File: src/rtl/eth_phy_10g_pkg.sv
// Shared constants for the 10G PCS receive link controller slice.
package eth_phy_10g_pkg;

  // One-hot link controller states
  localparam logic [4:0] ST_ALIGN_RST = 5'b00001;
  localparam logic [4:0] ST_WAIT_LOCK = 5'b00010;
  localparam logic [4:0] ST_QUALIFY   = 5'b00100;
  localparam logic [4:0] ST_LINK_UP   = 5'b01000;
  localparam logic [4:0] ST_HI_BER    = 5'b10000;

  // Legal 64b/66b sync headers
  localparam logic [1:0] SH_DATA = 2'b01;
  localparam logic [1:0] SH_CTRL = 2'b10;

  // BER monitor defaults: 125 us window at 156.25 MHz
  localparam int unsigned DEF_BER_WINDOW = 19531;
  localparam int unsigned DEF_BER_THRESH = 16;

  function automatic logic sh_invalid(input logic [1:0] hdr);
    return (hdr != SH_DATA) && (hdr != SH_CTRL);
  endfunction

  function automatic int unsigned max3(input int unsigned a, input int unsigned b,
                                       input int unsigned c);
    int unsigned m;
    m = (a > b) ? a : b;
    return (m > c) ? m : c;
  endfunction

endpackage

File: src/rtl/eth_phy_10g_rx_link_ctrl_if.sv
// Aligner-side inputs and MAC-side status of the RX link controller.
interface eth_phy_10g_rx_link_ctrl_if #(
  parameter int unsigned HDR_WIDTH = 2
);
  logic                 i_rx_block_lock;
  logic [HDR_WIDTH-1:0] i_rx_hdr;
  logic                 i_rx_hdr_valid;
  logic                 o_aligner_rst;
  logic                 o_hi_ber;
  logic                 o_link_up;
  logic [5:0]           o_ber_count;
  logic [7:0]           o_retry_cnt;

  modport master (
    output i_rx_block_lock, i_rx_hdr, i_rx_hdr_valid,
    input  o_aligner_rst, o_hi_ber, o_link_up, o_ber_count, o_retry_cnt
  );

  modport slave (
    input  i_rx_block_lock, i_rx_hdr, i_rx_hdr_valid,
    output o_aligner_rst, o_hi_ber, o_link_up, o_ber_count, o_retry_cnt
  );
endinterface

File: src/rtl/eth_phy_10g_rx_ber_mon.sv
// Windowed sync-header error counter producing the hi_ber flag.
module eth_phy_10g_rx_ber_mon
  import eth_phy_10g_pkg::*;
#(
  parameter int unsigned HDR_WIDTH  = 2,
  parameter int unsigned BER_WINDOW = DEF_BER_WINDOW,
  parameter int unsigned BER_THRESH = DEF_BER_THRESH
) (
  input  logic                 clk,
  input  logic                 rst_n,
  input  logic                 clr_i,
  input  logic [HDR_WIDTH-1:0] hdr_i,
  input  logic                 hdr_valid_i,
  output logic                 hi_ber_o,
  output logic [5:0]           ber_cnt_o
);

  localparam int unsigned    WIN_W    = $clog2(BER_WINDOW);
  localparam logic [WIN_W-1:0] WIN_LAST = WIN_W'(BER_WINDOW - 1);
  localparam logic [5:0]     THR      = 6'(BER_THRESH);

  logic [WIN_W-1:0] win_q, win_d;
  logic [5:0]       cnt_q, cnt_d, cnt_inc;
  logic             hi_q, hi_d;
  logic             inv;

  // Next-state: count invalid headers, re-evaluate hi_ber at each window wrap
  always_comb begin
    inv     = hdr_valid_i && sh_invalid(hdr_i);
    cnt_inc = (inv && (cnt_q < THR)) ? cnt_q + 6'd1 : cnt_q;
    win_d   = win_q;
    cnt_d   = cnt_q;
    hi_d    = hi_q;
    if (clr_i) begin
      win_d = '0;
      cnt_d = '0;
      hi_d  = 1'b0;
    end else if (win_q == WIN_LAST) begin
      // the final-cycle header is folded in so a threshold hit here still sets hi_ber
      win_d = '0;
      cnt_d = '0;
      hi_d  = (cnt_inc == THR);
    end else begin
      win_d = win_q + WIN_W'(1);
      cnt_d = cnt_inc;
      if (cnt_q == THR) hi_d = 1'b1;
    end
  end

  // Monitor state registers
  always_ff @(posedge clk) begin
    if (!rst_n) begin
      win_q <= '0;
      cnt_q <= '0;
      hi_q  <= 1'b0;
    end else begin
      win_q <= win_d;
      cnt_q <= cnt_d;
      hi_q  <= hi_d;
    end
  end

  assign hi_ber_o  = hi_q;
  assign ber_cnt_o = cnt_q;

endmodule

File: src/rtl/eth_phy_10g_rx_link_ctrl.sv
// RX link bring-up FSM: aligner reset/retry, lock qualification, link status.
module eth_phy_10g_rx_link_ctrl
  import eth_phy_10g_pkg::*;
#(
  parameter int unsigned HDR_WIDTH        = 2,
  parameter int unsigned ALIGN_RST_CYCLES = 4,
  parameter int unsigned LOCK_TIMEOUT     = 4096,
  parameter int unsigned LINK_UP_CYCLES   = 1024,
  parameter int unsigned BER_WINDOW       = DEF_BER_WINDOW,
  parameter int unsigned BER_THRESH       = DEF_BER_THRESH
) (
  input logic                       clk,
  input logic                       rst_n,
  eth_phy_10g_rx_link_ctrl_if.slave bus
);

  localparam int unsigned TMR_W = $clog2(max3(LOCK_TIMEOUT, LINK_UP_CYCLES, ALIGN_RST_CYCLES) + 1);
  localparam logic [TMR_W-1:0] T_ARST_LAST = TMR_W'(ALIGN_RST_CYCLES - 1);
  localparam logic [TMR_W-1:0] T_LOCK_LAST = TMR_W'(LOCK_TIMEOUT - 1);
  localparam logic [TMR_W-1:0] T_UP_LAST   = TMR_W'(LINK_UP_CYCLES - 1);

  logic [4:0]       state_q, state_d;
  logic [TMR_W-1:0] timer_q, timer_d;
  logic [7:0]       retry_q, retry_d;
  logic             arst_q, link_q;
  logic             lock, hi_ber;

  assign lock = bus.i_rx_block_lock;

  eth_phy_10g_rx_ber_mon #(
    .HDR_WIDTH  (HDR_WIDTH),
    .BER_WINDOW (BER_WINDOW),
    .BER_THRESH (BER_THRESH)
  ) u_ber_mon (
    .clk         (clk),
    .rst_n       (rst_n),
    .clr_i       (arst_q | ~lock),
    .hdr_i       (bus.i_rx_hdr),
    .hdr_valid_i (bus.i_rx_hdr_valid),
    .hi_ber_o    (hi_ber),
    .ber_cnt_o   (bus.o_ber_count)
  );

  // FSM next-state, shared timer and retry counter
  always_comb begin
    state_d = state_q;
    timer_d = timer_q;
    retry_d = retry_q;
    case (state_q)
      ST_ALIGN_RST: begin
        if (timer_q == T_ARST_LAST) begin
          state_d = ST_WAIT_LOCK;
          timer_d = '0;
        end else begin
          timer_d = timer_q + TMR_W'(1);
        end
      end
      ST_WAIT_LOCK: begin
        if (lock) begin
          state_d = ST_QUALIFY;
          timer_d = '0;
        end else if (timer_q == T_LOCK_LAST) begin
          state_d = ST_ALIGN_RST;
          timer_d = '0;
          if (retry_q != 8'hFF) retry_d = retry_q + 8'd1;
        end else begin
          timer_d = timer_q + TMR_W'(1);
        end
      end
      ST_QUALIFY: begin
        if (!lock) begin
          state_d = ST_WAIT_LOCK;
          timer_d = '0;
        end else if (hi_ber) begin
          state_d = ST_HI_BER;
          timer_d = '0;
        end else if (timer_q == T_UP_LAST) begin
          state_d = ST_LINK_UP;
          timer_d = '0;
        end else begin
          timer_d = timer_q + TMR_W'(1);
        end
      end
      ST_LINK_UP: begin
        if (!lock) begin
          state_d = ST_WAIT_LOCK;
          timer_d = '0;
        end else if (hi_ber) begin
          state_d = ST_HI_BER;
        end
      end
      ST_HI_BER: begin
        if (!lock) begin
          state_d = ST_WAIT_LOCK;
          timer_d = '0;
        end else if (!hi_ber) begin
          state_d = ST_QUALIFY;
          timer_d = '0;
        end
      end
      default: begin
        state_d = ST_ALIGN_RST;
        timer_d = '0;
      end
    endcase
  end

  // State registers; aligner reset and link-up are registered from the next state
  always_ff @(posedge clk) begin
    if (!rst_n) begin
      state_q <= ST_ALIGN_RST;
      timer_q <= '0;
      retry_q <= '0;
      arst_q  <= 1'b1;
      link_q  <= 1'b0;
    end else begin
      state_q <= state_d;
      timer_q <= timer_d;
      retry_q <= retry_d;
      arst_q  <= (state_d == ST_ALIGN_RST);
      link_q  <= (state_d == ST_LINK_UP);
    end
  end

  assign bus.o_aligner_rst = arst_q;
  assign bus.o_link_up     = link_q;
  assign bus.o_hi_ber      = hi_ber;
  assign bus.o_retry_cnt   = retry_q;

endmodule

File: src/flat_wrapper.sv
// flat-port wrapper written by rule: the top's interface ports become plain ports
module eth_phy_10g_rx_link_ctrl_flat import eth_phy_10g_pkg::*;
#(
  parameter int unsigned HDR_WIDTH        = 2,
  parameter int unsigned ALIGN_RST_CYCLES = 4,
  parameter int unsigned LOCK_TIMEOUT     = 4096,
  parameter int unsigned LINK_UP_CYCLES   = 1024,
  parameter int unsigned BER_WINDOW       = DEF_BER_WINDOW,
  parameter int unsigned BER_THRESH       = DEF_BER_THRESH
)
  (clk, rst_n, bus_i_rx_block_lock, bus_i_rx_hdr, bus_i_rx_hdr_valid, bus_o_aligner_rst, bus_o_hi_ber, bus_o_link_up, bus_o_ber_count, bus_o_retry_cnt);
  eth_phy_10g_rx_link_ctrl_if #(.HDR_WIDTH(HDR_WIDTH)) bus_i ();
  input logic clk;
  input logic rst_n;
  input wire logic [$bits(bus_i.i_rx_block_lock)-1:0] bus_i_rx_block_lock;
  input wire logic [$bits(bus_i.i_rx_hdr)-1:0] bus_i_rx_hdr;
  input wire logic [$bits(bus_i.i_rx_hdr_valid)-1:0] bus_i_rx_hdr_valid;
  output wire logic [$bits(bus_i.o_aligner_rst)-1:0] bus_o_aligner_rst;
  output wire logic [$bits(bus_i.o_hi_ber)-1:0] bus_o_hi_ber;
  output wire logic [$bits(bus_i.o_link_up)-1:0] bus_o_link_up;
  output wire logic [$bits(bus_i.o_ber_count)-1:0] bus_o_ber_count;
  output wire logic [$bits(bus_i.o_retry_cnt)-1:0] bus_o_retry_cnt;
  assign bus_i.i_rx_block_lock = bus_i_rx_block_lock;
  assign bus_i.i_rx_hdr = bus_i_rx_hdr;
  assign bus_i.i_rx_hdr_valid = bus_i_rx_hdr_valid;
  assign bus_o_aligner_rst = bus_i.o_aligner_rst;
  assign bus_o_hi_ber = bus_i.o_hi_ber;
  assign bus_o_link_up = bus_i.o_link_up;
  assign bus_o_ber_count = bus_i.o_ber_count;
  assign bus_o_retry_cnt = bus_i.o_retry_cnt;
  eth_phy_10g_rx_link_ctrl #(.HDR_WIDTH(HDR_WIDTH), .ALIGN_RST_CYCLES(ALIGN_RST_CYCLES), .LOCK_TIMEOUT(LOCK_TIMEOUT), .LINK_UP_CYCLES(LINK_UP_CYCLES), .BER_WINDOW(BER_WINDOW), .BER_THRESH(BER_THRESH)) u_core (.clk(clk), .rst_n(rst_n), .bus(bus_i));
endmodule
File: config.mk
export PLATFORM = sky130hd
export DESIGN_NAME = eth_phy_10g_rx_link_ctrl_flat
export DESIGN_NICKNAME = d
export VERILOG_FILES = /design/src/rtl/eth_phy_10g_pkg.sv /design/src/rtl/eth_phy_10g_rx_link_ctrl_if.sv /design/src/rtl/eth_phy_10g_rx_ber_mon.sv /design/src/rtl/eth_phy_10g_rx_link_ctrl.sv /design/src/flat_wrapper.sv
export SDC_FILE = /design/constraint.sdc
export NUM_CORES = 1
export LEC_CHECK = 0
export ABC_AREA = 1
export BUFFER_PORTS_ARGS = -buffer_cell sky130_fd_sc_hd__buf_2
export CORE_ASPECT_RATIO = 1.4
export CORE_MARGIN = 2
export CORE_UTILIZATION = 39
export DETAILED_ROUTE_END_ITERATION = 8
export PLACE_DENSITY = 0.61
export SYNTH_ARGS = -nofsm -noshare
export SYNTH_HDL_FRONTEND = slang
export SYNTH_SLANG_ARGS = --single-unit
File: constraint.sdc
create_clock -name clk -period 2.6 [get_ports clk]
set_input_delay 0.39 -clock clk [delete_from_list [all_inputs] [get_ports clk]]
set_output_delay 0.39 -clock clk [all_outputs]
set_load 0.05 [all_outputs]
Word level (Yosys, flattened, before mapping). Cells that the tools add are included.

Equal/unequal tests: 18. Reductions and logical operators: 8. Multiplexer cells: 24. Add/subtract/negate cells: 4. Order comparisons: 1. Bitwise gates (word level): 3.

Operators with widths (number): two-way mux 13 bit (9); one-hot mux 13 bit (5 select lines) (1); two-way mux 5 bit (10); one-hot mux 5 bit (5 select lines) (1); adder 15 x 1 -> 15 bit (second input constant) (1); == test 15 bit (second input constant) (1); adder 13 x 1 -> 13 bit (second input constant) (1); == test 13 x 10 -> 1 bit (second input constant) (1); == test 13 x 12 -> 1 bit (second input constant) (1); == test 13 x 2 -> 1 bit (second input constant) (1); == test 6 x 5 -> 1 bit (second input constant) (2); == test 5 x 1 -> 1 bit (second input constant) (2); == test 5 x 4 -> 1 bit (second input constant) (2); adder 8 x 1 -> 8 bit (second input constant) (1); != test 8 bit (second input constant) (1); adder 6 x 1 -> 6 bit (second input constant) (1); < comparator 6 x 5 -> 1 bit (second input constant) (1); two-way mux 6 bit (1); == test 5 x 2 -> 1 bit (second input constant) (1); == test 5 x 3 -> 1 bit (second input constant) (1); == test 5 bit (second input constant) (1); != test 2 bit (second input constant) (2); AND reduction 4 bit (1); logical AND 1 bit (3); 9 further kinds (11).

Flip-flop bits (word level): 50.

Longest topological paths before layout. Gate-level depths: netlist (run 1).

Word-level depth: 7. Mapped depth: 12.

Cells and area by module. A second synthesis (run 1) with hierarchy kept.

Cells, all modules: 440. Area total of the unflattened synthesis: 2921.6 um2.

By module, submodules not included: eth_phy_10g_rx_link_ctrl (cells each 264, area each 1744.2 um2, instances 1); eth_phy_10g_rx_ber_mon (cells each 176, area each 1177.4 um2, instances 1).

Worst setup path before layout (run 1). OpenSTA, ideal clock, no wires.

Path kind: register -> register. Start: register u_core.retry_q[1] (netlist: u_core.bus.o_retry_cnt[1]). End: register u_core.retry_q[0] (netlist: u_core.bus.o_retry_cnt[0]). Arrival time: 1.673 ns. Stages on the path, launching flop included: 9. Data required time: 2.468 ns. Path buffers: 0. Setup slack: 0.794 ns. Setup time: 0.132 ns. Cell sequence: dfxtp_1 ha_1 nand2_1 nor2_1 nand4_1 nand3_4 clkinv_4 nand2_1 a21oi_1.

Word-level cells in the longest chain between the ends: 2.

Ends and longest elaborated chain: start: declaration (RTL line eth_phy_10g_rx_link_ctrl.sv:24) `logic [7:0] retry_q, retry_d;`; start signal: assignment (RTL line eth_phy_10g_rx_link_ctrl.sv:119) `retry_q <= retry_d;`; != test 8 bit (RTL line eth_phy_10g_rx_link_ctrl.sv:65) `if (retry_q != 8'hFF) retry_d = retry_q + 8'd1;`; AND reduction 4 bit (no source line).

Every way passes these cells. A chain may end at the register's enable or synchronous reset.

Worst setup path after layout (run 1).
Start: register u_core.timer_q[1]. End: register u_core.timer_q[10].

Word-level cells in the longest chain between the ends: 5.

Ends and longest elaborated chain: start: declaration (RTL line eth_phy_10g_rx_link_ctrl.sv:23) `logic [TMR_W-1:0] timer_q, timer_d;`; start signal: assignment (RTL line eth_phy_10g_rx_link_ctrl.sv:118) `timer_q <= timer_d;`; adder 13 x 1 -> 13 bit / == test 13 x 10 -> 1 bit (equally long branches); two-way mux 13 bit (RTL line eth_phy_10g_rx_link_ctrl.sv:77) `end else if (timer_q == T_UP_LAST) begin`; two-way mux 13 bit (RTL line eth_phy_10g_rx_link_ctrl.sv:74) `end else if (hi_ber) begin`; two-way mux 13 bit (RTL line eth_phy_10g_rx_link_ctrl.sv:71) `if (!lock) begin`; one-hot mux 13 bit (5 select lines) (*) (RTL line eth_phy_10g_rx_link_ctrl.sv:49) `case (state_q)`.

Mark *: on every way between the ends. The rest lies on a longest branch, timed or not.

==> results of run 1 <==
## kinds of logic (layout without fill, tap and decap cells)
kind of cell    after synthesis  in the layout  synth area share (%)
simple gates                207            207                 38.85
buf+inv                      61             88                 8.854
flops                        50             50                 36.70
compound gates               46             46                 9.313
xor+xnor                     11             11                 3.532
fa+ha+maj                     6              6                 2.752
## state kept, by name, indices dropped and copies added, names as in the netlist
signal and flops:
u_core.bus.o_link_up 1, u_core.u_ber_mon.hi_ber_o 1, u_core.bus.o_retry_cnt 8, u_core.bus.o_aligner_rst 1, u_core.u_ber_mon.win_q 15, u_core.timer_q 13, u_core.u_ber_mon.ber_cnt_o 6, u_core.state_q 5
## final timing paths
| check | start | endpoint | slack, ns |
|---|---|---|---|
| min reg2reg | u_core.u_ber_mon.win_q[0]$_SDFF_PP0_ | u_core.u_ber_mon.win_q[0]$_SDFF_PP0_ | 0.47 |
| max | u_core.timer_q[1]$_SDFFE_PN0P_ | u_core.timer_q[10]$_SDFFE_PN0P_ | 0.94 |
| min | rst_n | u_core.bus.o_aligner_rst$_SDFF_PN1_ | 0.39 |
| max reg2reg | u_core.timer_q[1]$_SDFFE_PN0P_ | u_core.timer_q[10]$_SDFFE_PN0P_ | 0.94 |
## cells in the final DEF (no fill, tap or decap), types with 4 or more instances in the layout
master	synthesis	routed
nand2_1	79	79
dfxtp_1	50	50
inv_1	46	46
nor2_1	43	43
buf_2	0	22
nand3_1	20	20
a21oi_1	20	20
nand4_1	15	15
nor3_1	13	13
o21ai_0	13	13
inv_2	11	11
nand2_2	8	8
nor2_2	7	7
o21ai_1	7	7
xor2_1	6	6
ha_1	6	6
xnor2_1	5	5
clkbuf_8	0	5
nor3_2	4	4
nor2_4	4	4
## critical path, cell delays in order, from the launching register on
cell,delay (ns)
dfxtp_1,0.37
ha_1,0.22
inv_2,0.07
nor2_4,0.15
nand2_4,0.09
inv_2,0.05
nand2_1,0.07
nand2_2,0.15
nand4_4,0.14
nand2_2,0.18
nor2_1,0.07
## per-layer routing
metal	GRT usage (%)	vias up
met5	0	-
li1	-	1278
met1	17.24	1116
met4	4.945	0
met3	2.835	9
met2	29.82	21
## layout make-up
class	instances	area share, %
inverter	58	7.242
timing repair buffer	22	3.580
clock buffer	5	2.238
tap	95	3.865
sequential	50	32.55
multi-input combinational	270	48.29
clock inverter	3	2.238
## where the power goes
part | switching (mW) | internal, mW | total [mW] | leakage, nW
combinational | 0.148 | 0.0682 | 0.216 | 0.696
clock | 0.265 | 0.385 | 0.651 | 0.0683
sequential | 0.0200 | 0.788 | 0.808 | 0.403
==> flow_summary.json, run 1 <==
{
  "status": "complete, no violations",
  "grt_max_degree": 18,
  "setup_violations": 0,
  "ys.flop_type": "dfxtp_1",
  "slew_headroom_pct": 67.98,
  "holdPathStages": 2,
  "fmax_ghz": 0.6035,
  "tns_ns": 0,
  "ant_nets": 0,
  "critical_path_class": "flop to flop",
  "synth_top_area_share_pct": 36.70,
  "drtPass1Iterations": 4,
  "yosys_register_bits": 50,
  "cts_buffer_depth": 2,
  "num_vias": 2424,
  "cts_resized": 0,
  "wl_met3_um": 92,
  "leakage_nw": 1.168,
  "clkTransAtPathRegs_ns": 0.10,
  "rsz0062_at_grt": "false",
  "io_buffers": 22,
  "preCtsSetupSlack_ns": 0.9716,
  "path_max_fanout": 6,
  "dp_cells": 495,
  "drtIter0Drc": 65,
  "die_h_um": 103.0,
  "drt_wl_total_um": 5555,
  "drive_gt1_share_pct": 18.87,
  "htreeDepth": 2,
  "final_cell_area_um2": 3075,
  "root_buffer": "clkbuf_8",
  "postCtsHoldBufs": 0,
  "core_area_um2": 6892,
  "io_pins": 23,
  "avgSynthCellArea_um2": 7.159,
  "drc": 0,
  "grt_pass1_vias": 2315,
  "cts_tree": "done",
  "post_cts_buffers": 0,
  "max-vdd-ir-drop_uv": 236.2,
  "critPathArrivalTime_ns": 1.86,
  "maxSlewViolCount": 0,
  "top_layer": "met4",
  "post-route-min-period_ns": 1.657,
  "avgViaCountPerCell": 4.819,
  "wirelength_met1_um": 2377,
  "async_flop_share_pct": 0,
  "antenna_cells": 0,
  "final-hold-violation-count": 0,
  "fin_nets": 419,
  "fin_cells": 503,
  "overflow": 0,
  "ys_types": 39,
  "gp_congestion": 0.8417,
  "cts_made_buffers": 5,
  "cp-start-kind": "flop",
  "worstSetupEndpointType": "flop",
  "die-area_um2": 7688,
  "power_mw": 1.675,
  "yosys-top-cells-count": "nand2_1 (79), dfxtp_1 (50), inv_1 (46), nor2_1 (43)",
  "rows": 36,
  "antenna_found_initial": 0,
  "start_util_pct": 39.58,
  "wl_met2_um": 2970,
  "place_area_um2": 2938,
  "yosysSeqAreaShare_pct": 36.70,
  "multi_input_area_um2": 1485,
  "grt_use_total_pct": 15.71,
  "wl_per_cell_um": 11.04,
  "rr_worst_depth": 10,
  "insertion_delay_ns": 0.30,
  "dp_hpwl_um": 4413,
  "netlist_instances": 381,
  "synthesis.nets": 393,
  "hold_class": "primary input to flop",
  "synth_top_cell_by_area": "dfxtp_1",
  "seq_area_um2": 1001,
  "crit_required_ns": 2.80,
  "final.fill_count": 734,
  "skew_ns": 0.01039,
  "ys_top_cells_by_area": "dfxtp_1 (37%), nand2_1 (11%), inv_1 (6.3%)",
  "yosysWarnings": 0,
  "final_util_pct": 44.63,
  "worst_pin_slew_ns": 0.4798,
  "area_growth_pct": 12.75,
  "grt_pass1_wl_um": 9639,
  "cap_violations": 0,
  "chipWidth_um": 74.68,
  "syn_area_um2": 2728,
  "yosysMostFrequentCell": "nand2_1",
  "fin_hold_ws_ns": 0.3910,
  "cts.sinks": 50,
  "synth-edff-count": 0,
  "worst_slack_ns": 0.9430,
  "powerDensity_nw_per_um2": 544.7,
  "post-route-period-util_pct": 63.73
}
Power figures use the tool's default switching activity.
==> inputs of run 2 (changes only) <==
- clock period: 2.6 -> 1.73 ns (I/O delays scaled with it)
==> flow_summary.json, run 2 (synthesis results as in run 1) <==
{
  "drtPass1Iterations": 4,
  "rsz0062_at_grt": "false",
  "final_common_cell": "nand2_1",
  "grt_use_total_pct": 15.91,
  "io_pins": 23,
  "maxSlewViolCount": 0,
  "holdPathStages": 2,
  "largest_register": "u_core.u_ber_mon.win_q",
  "setup_violations": 0,
  "wl_per_cell_um": 11.52,
  "status": "complete, no violations",
  "grt_pass1_vias": 2287,
  "final-hold-violation-count": 0,
  "critical_path_class": "flop to flop",
  "cap_violations": 0,
  "num_vias": 2473,
  "io_buffers": 22,
  "worstSetupEndpointType": "flop",
  "drtIter0Drc": 101,
  "max-vdd-ir-drop_uv": 328.2,
  "die_h_um": 103.0,
  "avgViaCountPerCell": 4.859,
  "overflow": 0,
  "drt_wl_total_um": 5862,
  "powerDensity_nw_per_um2": 732.0,
  "grt_max_degree": 18,
  "cts.sinks": 50,
  "skew_ns": 0.007620,
  "core_area_um2": 6892,
  "dp_hpwl_um": 4506,
  "die-area_um2": 7688,
  "clkTransAtPathRegs_ns": 0.09,
  "path_max_fanout": 5,
  "ant_nets": 0,
  "htreeDepth": 2,
  "chipWidth_um": 74.68,
  "rr_worst_depth": 9,
  "root_buffer": "clkbuf_8",
  "drive_gt1_share_pct": 22.46,
  "grt_pass1_wl_um": 9673,
  "fin_hold_ws_ns": 0.2790,
  "gp_congestion": 0.8305,
  "fin_nets": 425,
  "worst_pin_slew_ns": 0.4713,
  "antenna_cells": 0,
  "start_util_pct": 39.58,
  "cp-start-kind": "flop",
  "final.fill_count": 734,
  "cts_buffer_depth": 2,
  "area_growth_pct": 13.94,
  "fmax_ghz": 0.6336,
  "slew_headroom_pct": 68.54,
  "hold_class": "primary input to flop",
  "insertion_delay_ns": 0.30,
  "rows": 36,
  "critPathArrivalTime_ns": 1.76,
  "cts_tree": "done",
  "drc": 0,
  "leakage_nw": 1.178,
  "post-route-min-period_ns": 1.578,
  "mostFrequentLayoutCells": "nand2_1 (79), inv_1 (46), dfxtp_1 (44)",
  "crit_required_ns": 1.91,
  "antenna_found_initial": 0,
  "post-route-period-util_pct": 91.23,
  "largest_register_ffs": 15,
  "tns_ns": 0,
  "cts_made_buffers": 5
}
==> run 2: changes by cell type in the layout (fill, tap and decap cells not counted), moves of 2 or more <==
| cell | previous run | this run |
|---|---|---|
| bufinv_16 | 2 | 0 |
| dfxtp_1 | 50 | 44 |
| ha_1 | 6 | 4 |
| buf_4 | 0 | 5 |
| nand3_2 | 2 | 4 |
| dfxtp_2 | 0 | 6 |
| ha_2 | 0 | 2 |
==> run 2: timing repair <==
action	4_1_cts	5_1_grt
endpoints found under the setup margin	0	21
hold buffers	0	0
gates resized for setup	0	9
buffers inserted	0	3
==> run 2: worst max-delay path, stage by stage (launching register included) <==
cell and delay (ns):
dfxtp_2 0.35, ha_2 0.20, inv_2 0.06, nor2_4 0.13, nand2_4 0.09, nor3_4 0.22, buf_4 0.15, nand3_2 0.10
nand2_1 0.08, a21oi_1 0.06
==> run 2: metal layers <==
layer  track usage, %  wire [µm]  vias to the layer above
met5                0          0                        -
li1                 -          -                     1305
met2            30.57       3194                       24
met3            2.933        150                       11
met4            5.769        117                        0
met1            16.76       2399                     1133
==> run 2: per-stage QoR <==
step                      worst slack (ns)  cells  power, mW  area, µm²  util, %
final                               0.1517    509      2.275       3108    45.10
after detailed placement            0.1004    497      1.566       2955    42.88
after global routing              0.004658    509      2.392       3108    45.10
after global placement              0.1533    497      1.564       2955    42.88
after CTS                          0.07401    505      2.292       3050    44.26
after floorplan                     0.1216    381      1.493       2730        -
==> run 2: path summary, 6_finish.rpt <==
| path | start | end | slack, ns |
|---|---|---|---|
| setup reg to reg | u_core.timer_q[1]$_SDFFE_PN0P_ | u_core.bus.o_retry_cnt[5]$_SDFFE_PN0P_ | 0.15 |
| hold / removal | rst_n | u_core.bus.o_aligner_rst$_SDFF_PN1_ | 0.28 |
| setup / recovery | u_core.timer_q[1]$_SDFFE_PN0P_ | u_core.bus.o_retry_cnt[5]$_SDFFE_PN0P_ | 0.15 |
| hold reg to reg | u_core.u_ber_mon.win_q[0]$_SDFF_PP0_ | u_core.u_ber_mon.win_q[0]$_SDFF_PP0_ | 0.44 |
==> run 2: area by class of cell <==
cell class              instances  area (µm²)  share of cell area, %
clock inverters                 2       12.51                 0.4026
flip-flops and latches         50        1008                  32.45
repair buffers                 27       147.6                  4.750
multi-input cells             271        1515                  48.75
well taps                      95       118.9                  3.824
inverters                      58       222.7                  7.166
clock buffers                   6       82.58                  2.657
==> run 2: report_power, final <==
| group | total (mW) | leakage (nW) | internal, mW | switching [mW] |
|---|---|---|---|---|
| logic | 0.335 | 0.725 | 0.108 | 0.227 |
| clock network | 0.721 | 0.0472 | 0.322 | 0.398 |
| registers | 1.22 | 0.406 | 1.19 | 0.0311 |
| total | 2.28 | 1.18 | 1.62 | 0.657 |
==> inputs of run 3 (changes only) <==
- ABC_AREA: 1 -> default
==> flow_summary.json, run 3 <==
{
  "status": "finished with violations",
  "violations": "negative setup slack",
  "r2r-end": "u_core.bus.o_retry_cnt[3]$_SDFFE_PN0P_",
  "cts_buffer_depth": 2,
  "skew_ns": 0.01898,
  "mostFrequentLayoutCells": "nor2_1 (47), buf_4 (44), dfxtp_1 (36)",
  "insertion_delay_ns": 0.31,
  "crit_required_ns": 1.98,
  "async_flop_share_pct": 0,
  "leakage_nw": 1.243,
  "overflow": 0,
  "holdCritStartpoint": "rst_n",
  "grt_max_degree": 22,
  "htreeDepth": 2,
  "yosysWarnings": 0,
  "crit_start": "u_core.timer_q[5]$_SDFFE_PN0P_",
  "dp_hpwl_um": 4375,
  "seqPwrFrac_pct": 43.3,
  "die_h_um": 100.2,
  "p_int_mw": 1.998,
  "grt_pass1_wl_um": 10430,
  "drt_wl_total_um": 5960,
  "drive_gt1_share_pct": 34.95,
  "dp_cells": 427,
  "num_vias": 2360,
  "rows": 35,
  "grt_pass1_vias": 2332,
  "ant_nets": 0,
  "avgSynthCellArea_um2": 8.592,
  "place_area_um2": 3084,
  "rr_worst_depth": 6,
  "synthesis.nets": 312,
  "ys_types": 50,
  "antenna_cells": 0,
  "preCtsSetupSlack_ns": -0.09034,
  "setup_violations": 13,
  "wl_per_cell_um": 13.36,
  "combPwrFrac_pct": 31.3,
  "drc": 0,
  "critical_path_class": "flop to flop",
  "fin_nets": 383,
  "chipWidth_um": 72.71,
  "antenna_found_initial": 0,
  "clkPwrFrac_pct": 25.4,
  "gp_congestion": 0.8794,
  "largest_register_ffs": 15,
  "slew_headroom_pct": 76.94,
  "post-route-min-period_ns": 1.786,
  "yosys-top-cells-count": "nor2_1 (52), dfxtp_1 (50), xnor2_1 (21)",
  "drtPass1Iterations": 4,
  "io_pins": 23,
  "switching_share_pct": 31.16,
  "largest_register": "u_core.u_ber_mon.win_q",
  "yosysMostFrequentCell": "nor2_1",
  "rsz0062_at_grt": "true",
  "io_buffers": 22,
  "hold_class": "primary input to flop",
  "fmax_ghz": 0.5600,
  "core_area_um2": 6481,
  "root_buffer": "clkbuf_8",
  "powerDensity_nw_per_um2": 844.3,
  "syn_area_um2": 2577,
  "yosys_register_bits": 50,
  "worst_pin_slew_ns": 0.3423,
  "final_cell_area_um2": 3438,
  "drtIter0Drc": 111,
  "r2r-start": "u_core.timer_q[5]$_SDFFE_PN0P_",
  "netlist_instances": 300,
  "fin_cells": 446,
  "ys.flop_type": "dfxtp_1",
  "worstSetupEndpointType": "flop",
  "yosysSeqAreaShare_pct": 38.83,
  "cp-start-kind": "flop",
  "min_to": "u_core.timer_q[1]$_SDFFE_PN0P_",
  "cts.sinks": 50,
  "die-area_um2": 7284,
  "ys_top_cells_by_area": "dfxtp_1 (39%), nor2_1 (7.6%), xnor2_1 (7.1%)",
  "path_max_fanout": 5,
  "area_growth_pct": 33.40,
  "final_common_cell": "nor2_1",
  "maxSlewViolCount": 0,
  "cap_violations": 0,
  "synth_top_cell_by_area": "dfxtp_1",
  "holdPathStages": 3,
  "r2r_slack_ns": -0.06,
  "postCtsHoldBufs": 0,
  "post-route-period-util_pct": 103.2,
  "fin_hold_ws_ns": 0.3440,
  "clkTransAtPathRegs_ns": 0.10,
  "max-vdd-ir-drop_uv": 654.7,
  "critPathArrivalTime_ns": 2.04,
  "start_util_pct": 39.77,
  "synth-edff-count": 0,
  "final-hold-violation-count": 0,
  "avgViaCountPerCell": 5.291,
  "power_switching_uw": 904.6,
  "synth_top_area_share_pct": 38.83,
  "cts_tree": "done",
  "cts_made_buffers": 5,
  "worst_slack_ns": -0.05587,
  "grt_use_total_pct": 17.90
}
==> run 3: metal layers <==
metal / wire [µm] / vias up / global-route usage, %
li1: - / 1205 / -
met1: 2486 / 1109 / 20.65
met2: 3140 / 35 / 31.82
met3: 187 / 11 / 3.916
met4: 145 / 0 / 6.553
met5: 0 / - / 0
==> run 3: cells by family after synthesis <==
kind of cell    share of synthesized area (%)
xor+xnor                                10.53
mux                                     1.553
compound gates                          9.564
flops                                   38.83
simple gates                            32.43
buf+inv                                 4.175
fa+ha+maj                               2.913
==> run 3: worst max-delay path by stage <==
| stage | endpoint | slack [ns] |
|---|---|---|
| finish | u_core.bus.o_retry_cnt[3]$_SDFFE_PN0P_ | -0.06 |
| global route | u_core.bus.o_retry_cnt[3]$_SDFFE_PN0P_ | -0.16 |
| CTS | u_core.timer_q[8]$_SDFFE_PN0P_ | -0.04 |
| detailed placement | u_core.bus.o_aligner_rst$_SDFF_PN1_ | -0.09 |
| global placement | u_core.state_q[3]$_SDFF_PN0_ | -0.07 |
| floorplan | u_core.bus.o_retry_cnt[6]$_SDFFE_PN0P_ | -0.09 |
==> run 3: worst max-delay path, cell delays in order, from the launching register on <==
cell	delay (ns)
dfxtp_1	0.39
nand4_2	0.18
nor4_4	0.33
buf_4	0.18
nand3_2	0.11
or4_1	0.43
a21oi_1	0.13
==> run 3: timing repair <==
| item | in CTS | in global routing |
|---|---|---|
| resized for setup | 15 | 32 |
| endpoints found under the setup margin | 18 | 24 |
| pin swaps | 7 | 13 |
| gates cloned | 2 | 0 |
| setup buffers | 6 | 4 |
==> run 3: area by class of cell <==
class                   instances  area [µm²]
fillers                       595        3043
multi-input cells             228        1635
flip-flops and latches         50        1026
repair buffers                 74       539.3
well taps                      74       92.59
clock buffers                   6       82.58
inverters                      12       45.04
clock inverters                 2       17.52
==> run 3: power groups by stage <==
stage / combinational [mW] / sequential, mW / clock (mW)
CTS: 0.808 / 1.26 / 0.761
global placement: 0.704 / 1.27 / 0
finish: 0.908 / 1.26 / 0.739
detailed placement: 0.713 / 1.27 / 0
floorplan: 0.389 / 1.31 / 0
global route: 0.983 / 1.26 / 0.806
==> run 3: metrics by stage <==
stage,utilization [%],total power [mW],TNS [ns]
floorplan,-,1.697,-0.3971
global placement,47.59,1.975,-0.3245
detailed placement,47.59,1.985,-0.9683
CTS,50.93,2.826,-0.2878
global route,53.05,3.053,-1.854
finish,53.05,2.903,-0.4081
